`src/rtl/lsu_pkg.sv`:
```
// Shared types and constants for the load/store controller.
package lsu_pkg;

    localparam int BYTE_W = 8;
    localparam int HALF_W = 16;
    localparam int WORD_W = 32;

    typedef enum logic [1:0] {
        BYTE = 2'b00,
        HALF = 2'b01,
        WORD = 2'b10
    } size_e;

    typedef enum logic [2:0] {
        IDLE,
        RD,
        WSETUP,
        WPULSE,
        RESP
    } lsu_state_e;

    // The unused size encoding 2'b11 behaves as a full word.
    function automatic size_e decode_size(input logic [1:0] raw);
        case (raw)
            2'b00:   return BYTE;
            2'b01:   return HALF;
            default: return WORD;
        endcase
    endfunction

    // Halves must sit on even bytes and words on multiples of four.
    function automatic logic is_misaligned(input size_e size, input logic [1:0] lane);
        return ((size == HALF) && lane[0]) || ((size == WORD) && (lane != 2'b00));
    endfunction

endpackage

```
`src/rtl/lsu_align.sv`:
```
// Lane handling for the load/store controller: extracts and extends load
// data from a memory word, and merges sub-word store data into an old word.
module lsu_align
    import lsu_pkg::*;
(
    input  size_e             size,
    input  logic              zero_ext,
    input  logic [1:0]        lane,
    input  logic [WORD_W-1:0] old_word,
    input  logic [WORD_W-1:0] wdata,
    output logic [WORD_W-1:0] load_data,
    output logic [WORD_W-1:0] merge_word
);

    logic [BYTE_W-1:0] byte_v;
    logic [HALF_W-1:0] half_v;

    // Select the addressed lane, extend it, and build the merged store word.
    always_comb begin
        // NOTE: every signal written here gets a default first, so no path
        // through the case leaves a value unassigned and infers a latch.
        byte_v     = old_word[lane*BYTE_W +: BYTE_W];
        half_v     = lane[1] ? old_word[WORD_W-1:HALF_W] : old_word[HALF_W-1:0];
        load_data  = old_word;
        merge_word = old_word;
        unique case (size)
            BYTE: begin
                load_data = {{(WORD_W-BYTE_W){~zero_ext & byte_v[BYTE_W-1]}}, byte_v};
                merge_word[lane*BYTE_W +: BYTE_W] = wdata[BYTE_W-1:0];
            end
            HALF: begin
                load_data = {{(WORD_W-HALF_W){~zero_ext & half_v[HALF_W-1]}}, half_v};
                if (lane[1]) begin
                    merge_word[WORD_W-1:HALF_W] = wdata[HALF_W-1:0];
                end else begin
                    merge_word[HALF_W-1:0] = wdata[HALF_W-1:0];
                end
            end
            default: begin
                load_data  = old_word;
                merge_word = wdata;
            end
        endcase
    end

endmodule

```
`src/rtl/lsu_ctrl.sv`:
```
// Load/store controller between the execute stage and a word-addressed data
// memory with a single read/write strobe. Sub-word stores use read-modify-write.
// Optional feature: define LSU_MISALIGN_EXC_EN to answer misaligned half/word
// accesses with rsp_err instead of touching memory; otherwise the low address
// bits below the access size are ignored and rsp_err is tied low.
module lsu_ctrl
    import lsu_pkg::*;
#(
    parameter int DEPTH_WORDS = 1024,
    parameter int IDX_W       = $clog2(DEPTH_WORDS)
) (
    input  logic        clk,
    input  logic        rst_n,
    input  logic        req_valid,
    output logic        req_ready,
    input  logic        req_we,
    input  logic [1:0]  req_size,
    input  logic        req_unsigned,
    input  logic [31:0] req_addr,
    input  logic [31:0] req_wdata,
    output logic        rsp_valid,
    output logic [31:0] rsp_rdata,
    output logic        rsp_err,
    output logic        mem_rw,
    output logic [31:0] mem_addr,
    output logic [31:0] mem_wdata,
    input  logic [31:0] mem_rdata
);

    lsu_state_e  state_q, state_d;
    logic        we_q, we_d;
    size_e       size_q, size_d;
    logic        zext_q, zext_d;
    logic [1:0]  lane_q, lane_d;
    logic [31:0] wdata_q, wdata_d;
    logic        mem_rw_q, mem_rw_d;
    logic [31:0] mem_addr_q, mem_addr_d;
    logic [31:0] mem_wdata_q, mem_wdata_d;
    logic        rsp_valid_q, rsp_valid_d;
    logic [31:0] rsp_rdata_q, rsp_rdata_d;
`ifdef LSU_MISALIGN_EXC_EN
    logic        rsp_err_q, rsp_err_d;
`endif

    logic [31:0] req_idx;
    logic        misalign;
    logic [31:0] load_data;
    logic [31:0] merge_word;
    logic        unused_addr_bits;

    // Upper address bits fall away, so indices wrap modulo DEPTH_WORDS.
    assign unused_addr_bits = ^req_addr;

    lsu_align u_align (
        .size       (size_q),
        .zero_ext   (zext_q),
        .lane       (lane_q),
        .old_word   (mem_rdata),
        .wdata      (wdata_q),
        .load_data  (load_data),
        .merge_word (merge_word)
    );

    // Word index of the incoming request, zero-extended to the bus width.
    always_comb begin
        req_idx = '0;
        req_idx[IDX_W-1:0] = req_addr[IDX_W+1:2];
    end

    // Next-state and next-output logic of the access sequencer.
    always_comb begin
        state_d     = state_q;
        we_d        = we_q;
        size_d      = size_q;
        zext_d      = zext_q;
        lane_d      = lane_q;
        wdata_d     = wdata_q;
        mem_rw_d    = mem_rw_q;
        mem_addr_d  = mem_addr_q;
        mem_wdata_d = mem_wdata_q;
        rsp_valid_d = rsp_valid_q;
        rsp_rdata_d = rsp_rdata_q;
`ifdef LSU_MISALIGN_EXC_EN
        rsp_err_d   = rsp_err_q;
        misalign    = is_misaligned(decode_size(req_size), req_addr[1:0]);
`else
        misalign    = 1'b0;
`endif
        unique case (state_q)
            IDLE: begin
                if (req_valid) begin
                    we_d       = req_we;
                    size_d     = decode_size(req_size);
                    zext_d     = req_unsigned;
                    lane_d     = req_addr[1:0];
                    wdata_d    = req_wdata;
                    mem_addr_d = req_idx;
                    if (misalign) begin
                        state_d     = RESP;
                        rsp_valid_d = 1'b1;
                        rsp_rdata_d = '0;
`ifdef LSU_MISALIGN_EXC_EN
                        rsp_err_d   = 1'b1;
`endif
                    end else if (req_we && (decode_size(req_size) == WORD)) begin
                        mem_wdata_d = req_wdata;
                        state_d     = WSETUP;
                    end else begin
                        state_d = RD;
                    end
                end
            end
            RD: begin
                if (we_q) begin
                    mem_wdata_d = merge_word;
                    state_d     = WSETUP;
                end else begin
                    rsp_rdata_d = load_data;
                    rsp_valid_d = 1'b1;
`ifdef LSU_MISALIGN_EXC_EN
                    rsp_err_d   = 1'b0;
`endif
                    state_d     = RESP;
                end
            end
            WSETUP: begin
                mem_rw_d = 1'b1;
                state_d  = WPULSE;
            end
            WPULSE: begin
                mem_rw_d    = 1'b0;
                rsp_valid_d = 1'b1;
                rsp_rdata_d = '0;
`ifdef LSU_MISALIGN_EXC_EN
                rsp_err_d   = 1'b0;
`endif
                state_d     = RESP;
            end
            RESP: begin
                rsp_valid_d = 1'b0;
                state_d     = IDLE;
            end
            default: begin
                state_d = IDLE;
            end
        endcase
    end

    // State and output registers; reset aborts any access in flight.
    always_ff @(posedge clk or negedge rst_n) begin
        // NOTE: registers take non-blocking assignments so every flop samples
        // the values from before this edge; blocking belongs in always_comb.
        if (!rst_n) begin
            state_q     <= IDLE;
            we_q        <= 1'b0;
            size_q      <= BYTE;
            zext_q      <= 1'b0;
            lane_q      <= 2'b00;
            wdata_q     <= '0;
            mem_rw_q    <= 1'b0;
            mem_addr_q  <= '0;
            mem_wdata_q <= '0;
            rsp_valid_q <= 1'b0;
            rsp_rdata_q <= '0;
`ifdef LSU_MISALIGN_EXC_EN
            rsp_err_q   <= 1'b0;
`endif
        end else begin
            state_q     <= state_d;
            we_q        <= we_d;
            size_q      <= size_d;
            zext_q      <= zext_d;
            lane_q      <= lane_d;
            wdata_q     <= wdata_d;
            mem_rw_q    <= mem_rw_d;
            mem_addr_q  <= mem_addr_d;
            mem_wdata_q <= mem_wdata_d;
            rsp_valid_q <= rsp_valid_d;
            rsp_rdata_q <= rsp_rdata_d;
`ifdef LSU_MISALIGN_EXC_EN
            rsp_err_q   <= rsp_err_d;
`endif
        end
    end

    assign req_ready = (state_q == IDLE);
    assign mem_rw    = mem_rw_q;
    assign mem_addr  = mem_addr_q;
    assign mem_wdata = mem_wdata_q;
    assign rsp_valid = rsp_valid_q;
    assign rsp_rdata = rsp_rdata_q;
`ifdef LSU_MISALIGN_EXC_EN
    assign rsp_err   = rsp_err_q;
`else
    assign rsp_err   = 1'b0;
`endif

endmodule
```
`config.mk`:
```
export PLATFORM = sky130hd
export DESIGN_NAME = lsu_ctrl
export DESIGN_NICKNAME = d
export VERILOG_FILES = /design/src/rtl/lsu_pkg.sv /design/src/rtl/lsu_align.sv /design/src/rtl/lsu_ctrl.sv
export SDC_FILE = /design/constraint.sdc
export NUM_CORES = 1
export LEC_CHECK = 0
export ABC_CLOCK_PERIOD_IN_PS = 6800
export CAP_MARGIN = 0
export CORE_ASPECT_RATIO = 0.9
export CORE_MARGIN = 5
export CORE_UTILIZATION = 50
export CTS_CLUSTER_DIAMETER = 40
export CTS_CLUSTER_SIZE = 30
export DETAILED_ROUTE_END_ITERATION = 12
export PLACE_DENSITY = 0.88
export SYNTH_ARGS = -nofsm -noshare
export SYNTH_HDL_FRONTEND = slang
export SYNTH_SLANG_ARGS = --single-unit
```
`constraint.sdc`:
```
create_clock -name clk -period 6.8 [get_ports clk]
set_input_delay 1.7 -clock clk [delete_from_list [all_inputs] [get_ports clk]]
set_output_delay 1.7 -clock clk [all_outputs]
set_load 0.05 [all_outputs]
```
# Yosys cells after proc, flatten, opt, wreduce, memory -nomap -nowiden
# Cells that the tools add are included.
dict set report op_classes {
  bitwise_logic 3
  reduce_logical 12
  addsub 1
  mux 22
  n_eq_ne 11
  shifts 3
}
# op count
set ops {}
lappend ops {{$pmux 32 s2} 4}
lappend ops {{$mux 32} 4}
lappend ops {{$mux 16} 3}
lappend ops {{$neg 5->34} 1}
lappend ops {{$shift 8x34->32 const A} 1}
lappend ops {{$shiftx 8x34->32} 1}
lappend ops {{$bwmux 32} 1}
lappend ops {{$shiftx 32x6->8} 1}
lappend ops {{$pmux 3 s4} 1}
lappend ops {{$eq 3x2->1 const B} 2}
lappend ops {{$mux 2} 3}
lappend ops {{$mux 3} 2}
lappend ops {{$ne 2x2->1 const B} 3}
lappend ops {{$reduce_and 2->1} 3}
lappend ops {{$reduce_bool 2->1} 3}
lappend ops {{$eq 2x1->1 const B} 2}
lappend ops {{$logic_not 2->1} 2}
lappend ops {{$pmux 2 s2} 1}
lappend ops {{$reduce_and 4->1} 1}
lappend ops {{$eq 3x1->1 const B} 1}
lappend ops {{$eq 3x3->1 const B} 1}
lappend ops {{$logic_not 3->1} 1}
lappend ops {{$pmux 1 s3} 1}
lappend ops {{$reduce_bool 3->1} 1}
lappend ops {{other kinds (7)} 8}
dict set report word_totals {
  register_bits 117
  elab_cells 63
  in_bits 103
}

# Longest topological paths before layout
# Gate-level depths: netlist of run 1.
dict set report depth {
  word_depth 9
  mapped_depth 8
}

# Modules after synthesis
# A second synthesis of run 1 with hierarchy kept.
dict set report unflattened {
  hier_cells 662
  area_unflattened_um2 7083.0
}
# mod cells_each area_each_um2 instances seq_area_each_um2
set modules_own_cells {}
lappend modules_own_cells {lsu_ctrl 396 5137.4 1 2927.8}
lappend modules_own_cells {lsu_align 266 1945.6 1 0.0}

# Worst setup path after synthesis of run 1
# No wires, ideal clock.
dict set report synth_path {
  path_kind {register -> output}
  from {reg state_q[0]}
  to {out req_ready}
  slack_ps 3485
  required_time_ps 5100
  path_stages_with_launch 3
  t_arrival_ps 1615
  cell_sequence {dfrtp_1 > buf_4 > nor3_1}
}
dict set report synth_via {
  elab_chain_cells 1
}
# element line
set synth_lines {}
lappend synth_lines {{start, declared} lsu_ctrl.sv:30} ;# lsu_state_e state_q, state_d;
lappend synth_lines {{start signal, assigned} lsu_ctrl.sv:169} ;# state_q <= state_d;
lappend synth_lines {{$logic_not 3->1} lsu_ctrl.sv:186} ;# assign req_ready = (state_q == IDLE);
lappend synth_lines {{end, declared} lsu_ctrl.sv:15} ;# output logic req_ready,
# No other way between the ends.

# Worst setup path in the final report of run 1
# Ends and elaborated chain as after synthesis.

==> results.tsv, run 1 <==
stage	metric	value	unit
outcome	status	finished, final reports clean	
die	io_pins	203	
critical_path	critPathLaunchType	register	
die	core-area	11980	µm²
critical_path	ff2ff_path_depth	6	
global_route	grt_pass1_vias	5356	
final_layout	fill_cells	894	
synthesis	synth.largest_area_cell	dfrtp_1	
drt	drt-pass1-iter-count	5	
final_layout	fin_cells	854	
global_route	antenna_found_initial	0	
clocking	clkTransAtPathRegs	50	ps
drt	ant_nets	0	
clocking	cts_setup_buffers	0	
power	power_density	581.2	nW/µm²
synthesis	ys_warn_count	0	
drt	vias	5354	
sta	rsz0062_at_grt	no	
clocking	post_cts_resized	0	
power	power_switching	2.216	mW
clocking	cts_buffer_depth	2	
synthesis	ys_seq_area_frac	0.4805	
drt	vias_per_cell	6.269	
final_layout	antennaDiodeCount	0	
drt	drt-initial-drc-count	577	
final_layout	area_delta_synth_final	34.58	%
critical_path	crit_slowest_cell	clkdlybuf4s50_1	
synthesis	synth_edf_count	0	
sta	timing.fmax	253.2	MHz
place	place.gp.congestion	0.9167	
place	dp.cells	824	
clocking	tritoncts	built	
sta	worst_slew_pin_slew	1227	ps
global_route	grt_max_degree	67	
sta	setup_tns	0	ps
synthesis	synth_seq_cells	117	
power	p_int	2.550	mW
clocking	cts_sinks	117	
synthesis	synth_area	6093	µm²
sta	skew	9.812	ps
sta	whs	480.3	ps
die	die_h	114.7	µm
power	p_leak	3.309	nW
synthesis	synth.avg_cell_area	11.22	µm²
final_layout	multiInputGateArea	2841	µm²
die	dieArea	14500	µm²
worst_hold_path	min_path_cells	2	
run	cap_violations	0	
critical_path	worstPathCellList	nor3_1 -> clkdlybuf4s50_1	
sta	relSlewSlack	0.1818	
clocking	numCtsBuffers	17	
power	p_total	4.766	mW
die	rows	38	
critical_path	path_buf_inv	1	
critical_path	required	5100	ps
critical_path	crit_cells	2	
place	io_buffers	159	
sta	hold_viol	0	
synthesis	syn_inst	543	
critical_path	critical_path_class	register to output pin	
final_layout	layout_common_cells	158 x clkdlybuf4s50_1, 117 x dfrtp_1, 58 x nand2_1	
clocking	cts_root_buf	clkbuf_16	
worst_hold_path	hp-class	register to register	
power	seqPwrFrac	0.291	
drt	wl_per_cell	23.11	µm
global_route	grtUsageTotal	0.2720	
sta	slew_viol_final	0	
synthesis	synth_top_area_frac	0.4805	
die	chipWidth	126.4	µm
power	p_comb_frac	0.519	
power	power.share.switching	0.4649	
final_layout	nNetsFinal	791	
global_route	grt_pass1_wl	30720	µm
die	initial_core_util	0.5086	
place	dp_hpwl	14100	µm
clocking	ctsHoldBuffers	0	
critical_path	critical_path_peak_fanout	19	
critical_path	arrival	2250	ps
synthesis	ys.flop_type	dfrtp_1	
clocking	clkLatencyLatePin	410	ps
final_layout	final_common_cell	clkdlybuf4s50_1	
drt	wirelength	19740	µm
global_route	grt_overflow	0	
sta	finalCritPeriodShare	0.5808	
final_layout	seq_area	2928	µm²
critical_path	cp_top_family	buffers and inverters	
synthesis	synth-async-reset-ratio	1.000	
sta	setup_viol	0	
critical_path	crit_path_max_incr_delay	860	ps
clocking	htreeDepth	4	
synthesis	yosysUniqueCellTypes	55	
critical_path	endpoint_kind	output pin	
synthesis	ys_top_cells_by_area	dfrtp_1 48%, mux2_2 8.1%, a221oi_1 4.5%, a221o_1 3.9%, nand2_1 3.6%	
power	pwr-share-clk	0.190	
sta	fin_crit	3950	ps
power	vdd_drop_max	0.5443	mV
final_layout	drive_above_1_share	0.1499	
drt	drc	0	
## worst register-to-register path, cell delays in order, from the launching register on
cell and delay (ps):
dfrtp_1 1130, inv_1 350, ha_1 470, or4b_4 530, o21ai_2 400, a221oi_1 180, o21ai_1 180
## stage by stage
| stage | cell area [µm²] | worst slack (ps) | util |
|---|---|---|---|
| 3_5_place_dp | 7604 | 3026 | 0.6346 |
| 4_1_cts | 8200 | 2864 | 0.6844 |
| 6_report | 8200 | 2850 | 0.6844 |
| 3_3_place_gp | 7604 | 3094 | 0.6346 |
| 5_1_grt | 8200 | 2799 | 0.6844 |
| 2_1_floorplan | 6176 | 3485 | - |
## flip-flops by register name (all words and copies together) (netlist names)
| signal | count |
|---|---|
| mem_rw | 1 |
| size_q | 2 |
| we_q | 1 |
| lane_q | 2 |
| mem_addr | 10 |
| rsp_valid | 1 |
| state_q | 3 |
| rsp_rdata | 32 |
| zext_q | 1 |
| wdata_q | 32 |
| mem_wdata | 32 |
## cells in the mapped netlist (4+ instances only)
library cell  count
buf_6             4
buf_4            26
o2bb2ai_1        16
a221o_1          24
inv_1             6
mux2i_1          10
mux4_2            7
a221oi_1         31
clkbuf_1         13
o211ai_1          8
a21oi_1           4
nor2_1           21
nand2_1          58
mux2_2           44
o21ai_1          24
nand3_1           8
buf_2            17
nor4b_1           8
o21ai_0          30
a211oi_1          9
dfrtp_1         117
ha_1              5
o221ai_1          7
nand2b_1          5
## cell families after synthesis
| family | count (synthesis) | share of synthesized area |
|---|---|---|
| AO/OA/AOI/OAI | 167 | 0.2105 |
| AND/OR/NAND/NOR | 122 | 0.1053 |
| flip-flops | 117 | 0.4805 |
| buffers and inverters | 69 | 0.06694 |
| multiplexers | 62 | 0.1259 |
| adder cells (fa/ha/maj) | 5 | 0.01027 |
| other | 1 | 0.0006154 |
## per-layer routing
layer	track usage	vias up	share of wire
met2	0.4171	335	0.46
met1	0.3674	2651	0.40
met4	0.1015	0	0.040
met3	0.08407	62	0.10
li1	-	2306	-
met5	0	-	0
## layout make-up
class / instances / share of cell area
Clock inverter: 10 / 0.01587
Sequential cell: 117 / 0.3570
Clock buffer: 20 / 0.05691
Inverter: 6 / 0.002746
Timing Repair Buffer: 162 / 0.1965
Tap cell: 160 / 0.02441
Multi-Input combinational cell: 379 / 0.3465
## power groups by stage
| stage | combinational (mW) | sequential (mW) | clock (mW) |
|---|---|---|---|
| after detailed placement | 2.46 | 1.38 | 0 |
| final | 2.47 | 1.39 | 0.905 |
| after global placement | 2.40 | 1.36 | 0 |
| after global routing | 2.61 | 1.43 | 0.948 |
| after floorplan | 1.13 | 1.93 | 0 |
| after CTS | 2.47 | 1.38 | 0.910 |
## path summary, 6_finish.rpt
kind | end | from | slack [ps]
hold / removal | mem_wdata[3] | mem_wdata[3] | 480
min in group asynchronous | mem_addr[2] | rst_n | 1310
setup / recovery | req_ready | state_q[0] | 2850
setup reg to reg | mem_wdata[22] | lane_q[1] | 3510
max in group asynchronous | rsp_rdata[2] | rst_n | 4190
hold reg to reg | mem_wdata[3] | mem_wdata[3] | 480
No activity file was read; power rests on OpenSTA's default activity.
==> run 2: changes to the inputs <==
ABC_CLOCK_PERIOD_IN_PS = 3880   (was 6800)
CORE_UTILIZATION = 46   (was 50)
PLACE_DENSITY = 0.82   (was 0.88)
clock period = 3.88 ns   (was 6.8 ns; I/O delays follow)
==> results.tsv, run 2 (synthesis results as in run 1) <==
stage	metric	value	unit
sta	slew_viol_final	0	
sta	setup_tns	0	ps
power	vdd_drop_max	0.6326	mV
sta	setup_viol	0	
clocking	cts_buffer_depth	2	
worst_hold_path	hp-class	register to register	
run	cap_violations	0	
sta	whs	478.8	ps
sta	timing.fmax	316.7	MHz
critical_path	worstPathCellList	nor3_1 -> clkdlybuf4s50_1	
final_layout	area_delta_synth_final	35.59	%
drt	drc	0	
critical_path	critical_path_class	register to output pin	
die	dieArea	15650	µm²
power	p_leak	3.331	nW
critical_path	arrival	2190	ps
drt	drt-initial-drc-count	695	
critical_path	endpoint_kind	output pin	
global_route	antenna_found_initial	0	
global_route	grt_pass1_vias	5271	
clocking	tritoncts	built	
die	rows	39	
drt	drt-pass1-iter-count	5	
critical_path	path_buf_inv	1	
clocking	cts_setup_buffers	0	
drt	vias	5240	
place	place.gp.congestion	0.9047	
sta	worst_slew_pin_slew	1187	ps
final_layout	nNetsFinal	794	
sta	rsz0062_at_grt	no	
die	core-area	12830	µm²
die	initial_core_util	0.4748	
final_layout	drive_above_1_share	0.1504	
final_layout	antennaDiodeCount	0	
clocking	ctsHoldBuffers	0	
die	chipWidth	131.3	µm
final_layout	final_common_cell	clkdlybuf4s50_1	
drt	wl_per_cell	22.67	µm
final_layout	layout_common_cells	158 x clkdlybuf4s50_1, 117 x dfrtp_1, 58 x nand2_1	
critical_path	crit_slowest_cell	clkdlybuf4s50_1	
sta	finalCritPeriodShare	0.8137	
final_layout	fill_cells	993	
clocking	numCtsBuffers	17	
clocking	clkTransAtPathRegs	50	ps
sta	fin_crit	3157	ps
global_route	grt_pass1_wl	30320	µm
clocking	cts_sinks	117	
place	dp.cells	831	
critical_path	cp_top_family	buffers and inverters	
sta	skew	8.686	ps
critical_path	required	2910	ps
die	die_h	119.2	µm
die	io_pins	203	
power	power_density	1016	nW/µm²
final_layout	utilization	0.6438	
drt	wirelength	19540	µm
place	io_buffers	159	
critical_path	crit_path_max_incr_delay	850	ps
clocking	htreeDepth	4	
sta	hold_viol	0	
sta	relSlewSlack	0.2090	
clocking	post_cts_resized	0	
global_route	grt_max_degree	118	
drt	vias_per_cell	6.079	
drt	ant_nets	0	
global_route	grtUsageTotal	0.2427	
clocking	clkLatencyLatePin	410	ps
global_route	grt_overflow	0	
clocking	cts_root_buf	clkbuf_16	
place	dp_hpwl	13860	µm
critical_path	critical_path_peak_fanout	19	
critical_path	critPathLaunchType	register	
final_layout	fin_cells	862	
outcome	status	finished, final reports clean	
## run 2: cell count changes in the layout (fill, tap and decap cells not counted)
cell       previous run  this run
buf_4                 4         5
clkinv_2              5         4
clkbuf_1              0         3
clkbuf_8              3         1
buf_12                0         2
bufinv_16             3         4
## run 2: per-stage QoR
step | instance area [µm²] | power, mW | setup slack (ps)
4_1_cts | 8262 | 8.394 | 716.1
3_5_place_dp | 7656 | 6.732 | 939.6
2_1_floorplan | 6176 | 5.357 | 1203
6_report | 8262 | 8.392 | 722.8
5_1_grt | 8262 | 8.790 | 625.1
3_3_place_gp | 7656 | 6.613 | 1023
## run 2: power breakdown
group / total [mW] / switching, mW / internal [mW]
clock: 1.62 / 0.543 / 1.08
combinational: 4.39 / 2.75 / 1.64
sequential: 2.38 / 0.576 / 1.80
## run 2: per-layer routing
layer | track usage | wire length [µm] | up-vias
met4 | 0.09062 | 656 | 0
met1 | 0.3327 | 8137 | 2544
met3 | 0.06788 | 1890 | 45
met5 | 0 | 0 | -
li1 | - | - | 2320
met2 | 0.3699 | 8855 | 331
## run 2: path summary, 6_finish.rpt
check	start	to	slack, ps	cells after the start
hold / removal	mem_wdata[6]	mem_wdata[6]	480	2
setup / recovery	state_q[0]	req_ready	720	2
setup reg to reg	lane_q[0]	mem_wdata[23]	1060	6
hold reg to reg	mem_wdata[6]	mem_wdata[6]	480	2
max in group asynchronous	rst_n	rsp_rdata[0]	2770	2
min in group asynchronous	rst_n	state_q[0]	650	2
## run 2: final cells by class
type	count	area, µm²	share of cell area
sequential	117	2928	0.3544
multi-input combinational	379	2841	0.3439
clock inverter	10	155.1	0.01878
inverter	6	22.52	0.002726
timing repair buffer	165	1659	0.2008
tap	164	205.2	0.02484
clock buffer	21	450.4	0.05452
## run 2: tightest hold or removal path, stage by stage (launching register included)
cell	delay (ps)
dfrtp_1	340
nand2_1	50
o21ai_1	60
==> run 3: changes to the inputs <==
ABC_CLOCK_PERIOD_IN_PS = 2750   (was 3880)
CORE_UTILIZATION = 42   (was 46)
PLACE_DENSITY = 0.79   (was 0.82)
clock period = 2.75 ns   (was 3.88 ns; I/O delays follow)
==> results.tsv, run 3 (synthesis results as in run 1) <==
stage	metric	value	unit
final_layout	area_delta_synth_final	37.15	%
drt	vias_per_cell	5.933	
critical_path	critical_path_class	register to output pin	
final_layout	nNetsFinal	805	
sta	hold_viol	0	
power	power_switching	5.507	mW
drt	wl_per_cell	22.55	µm
die	core-area	14110	µm²
outcome	status	finished, final reports clean	
sta	worst_slew_pin_slew	835.5	ps
critical_path	cp_top_family	buffers and inverters	
final_layout	final_common_cell	clkdlybuf4s50_1	
sta	whs	281.1	ps
drt	drt-pass1-iter-count	7	
place	dp_hpwl	14870	µm
clocking	htreeDepth	4	
clocking	cts_buffer_depth	2	
power	seqPwrFrac	0.277	
final_layout	layout_common_cells	157 x clkdlybuf4s50_1, 117 x dfrtp_1, 58 x nand2_1	
clocking	tritoncts	built	
drt	drt-initial-drc-count	500	
die	dieArea	17020	µm²
place	io_buffers	159	
clocking	ctsHoldBuffers	0	
global_route	grtUsageTotal	0.2379	
power	power_density	1412	nW/µm²
power	p_leak	3.377	nW
global_route	grt_max_degree	59	
clocking	clkLatencyLatePin	420	ps
clocking	cts_root_buf	clkbuf_16	
final_layout	drive_above_1_share	0.1678	
sta	relSlewSlack	0.4387	
sta	skew	5.773	ps
sta	timing.fmax	431.8	MHz
critical_path	worstPathCellList	clkdlybuf4s50_1	
sta	setup_tns	0	ps
critical_path	arrival	1630	ps
sta	finalCritPeriodShare	0.8422	
clocking	clkTransAtPathRegs	60	ps
drt	ant_nets	0	
power	p_comb_frac	0.542	
critical_path	crit_path_max_incr_delay	840	ps
die	io_pins	203	
critical_path	endpoint_kind	output pin	
power	vdd_drop_max	0.8164	mV
final_layout	antennaDiodeCount	0	
power	power.share.switching	0.4668	
worst_hold_path	hp-class	input pin to asynchronous set/reset pin	
clocking	cts_setup_buffers	0	
global_route	grt_pass1_vias	5650	
drt	wirelength	20340	µm
die	chipWidth	137.0	µm
drt	vias	5352	
sta	fin_crit	2316	ps
power	p_int	6.290	mW
critical_path	required	2060	ps
critical_path	crit_slowest_cell	clkdlybuf4s50_1	
sta	slew_viol_final	0	
run	cap_violations	0	
sta	rsz0062_at_grt	no	
place	place.gp.congestion	0.9603	
critical_path	critical_path_peak_fanout	2	
clocking	numCtsBuffers	17	
drt	drc	0	
global_route	grt_pass1_wl	31390	µm
global_route	grt_overflow	0	
critical_path	path_buf_inv	1	
clocking	cts_sinks	117	
die	rows	41	
clocking	post_cts_resized	0	
die	die_h	124.3	µm
die	initial_core_util	0.4319	
power	pwr-share-clk	0.181	
global_route	antenna_found_initial	0	
sta	setup_viol	0	
critical_path	critPathLaunchType	register	
-- run 3: power groups by stage --
stage	Combinational (mW)	Sequential, mW	Clock [mW]
after CTS	6.40	3.26	2.16
after global placement	6.25	3.21	0
after floorplan	2.79	4.77	0
after global routing	6.77	3.37	2.23
final	6.40	3.27	2.13
after detailed placement	6.38	3.27	0
-- run 3: area by class of cell --
| type | instances | area (µm²) |
|---|---|---|
| Fill cell | 1178 | 5751 |
| Clock inverter | 8 | 73.82 |
| Timing Repair Buffer | 176 | 1752 |
| Inverter | 6 | 22.52 |
| Sequential cell | 117 | 2928 |
| Multi-Input combinational cell | 379 | 2841 |
| Clock buffer | 23 | 498.0 |
| Tap cell | 193 | 241.5 |
-- run 3: worst paths after layout --
check / startpoint / endpoint / slack, ps / cells past startpoint
hold / removal: rst_n / mem_rw / 280 / 1
setup / recovery: mem_wdata[26] / mem_wdata[26] / 430 / 1
max in group asynchronous: rst_n / mem_wdata[1] / 1760 / 2
setup reg to reg: lane_q[1] / mem_wdata[23] / 610 / 6
min in group clk: mem_wdata[20] / mem_wdata[20] / 490 / 2
hold reg to reg: mem_wdata[20] / mem_wdata[20] / 490 / 2
-- run 3: per-layer routing --
metal	GRT usage	vias up	wire, µm
li1	-	2336	-
met1	0.3130	2651	8154
met2	0.3617	319	9422
met3	0.06785	46	2061
met4	0.1086	0	704
met5	0	-	0
-- run 3: per-stage QoR --
step	setup WS, ps	std cells	power [mW]	area (µm²)	util
6_report	433.9	902	11.80	8357	0.5924
5_1_grt	381.3	902	12.37	8357	0.5924
4_1_cts	402.2	902	11.81	8357	0.5924
3_5_place_dp	281.9	871	9.643	7785	0.5518
3_3_place_gp	332.0	871	9.458	7785	0.5518
2_1_floorplan	72.95	565	7.558	6176	-
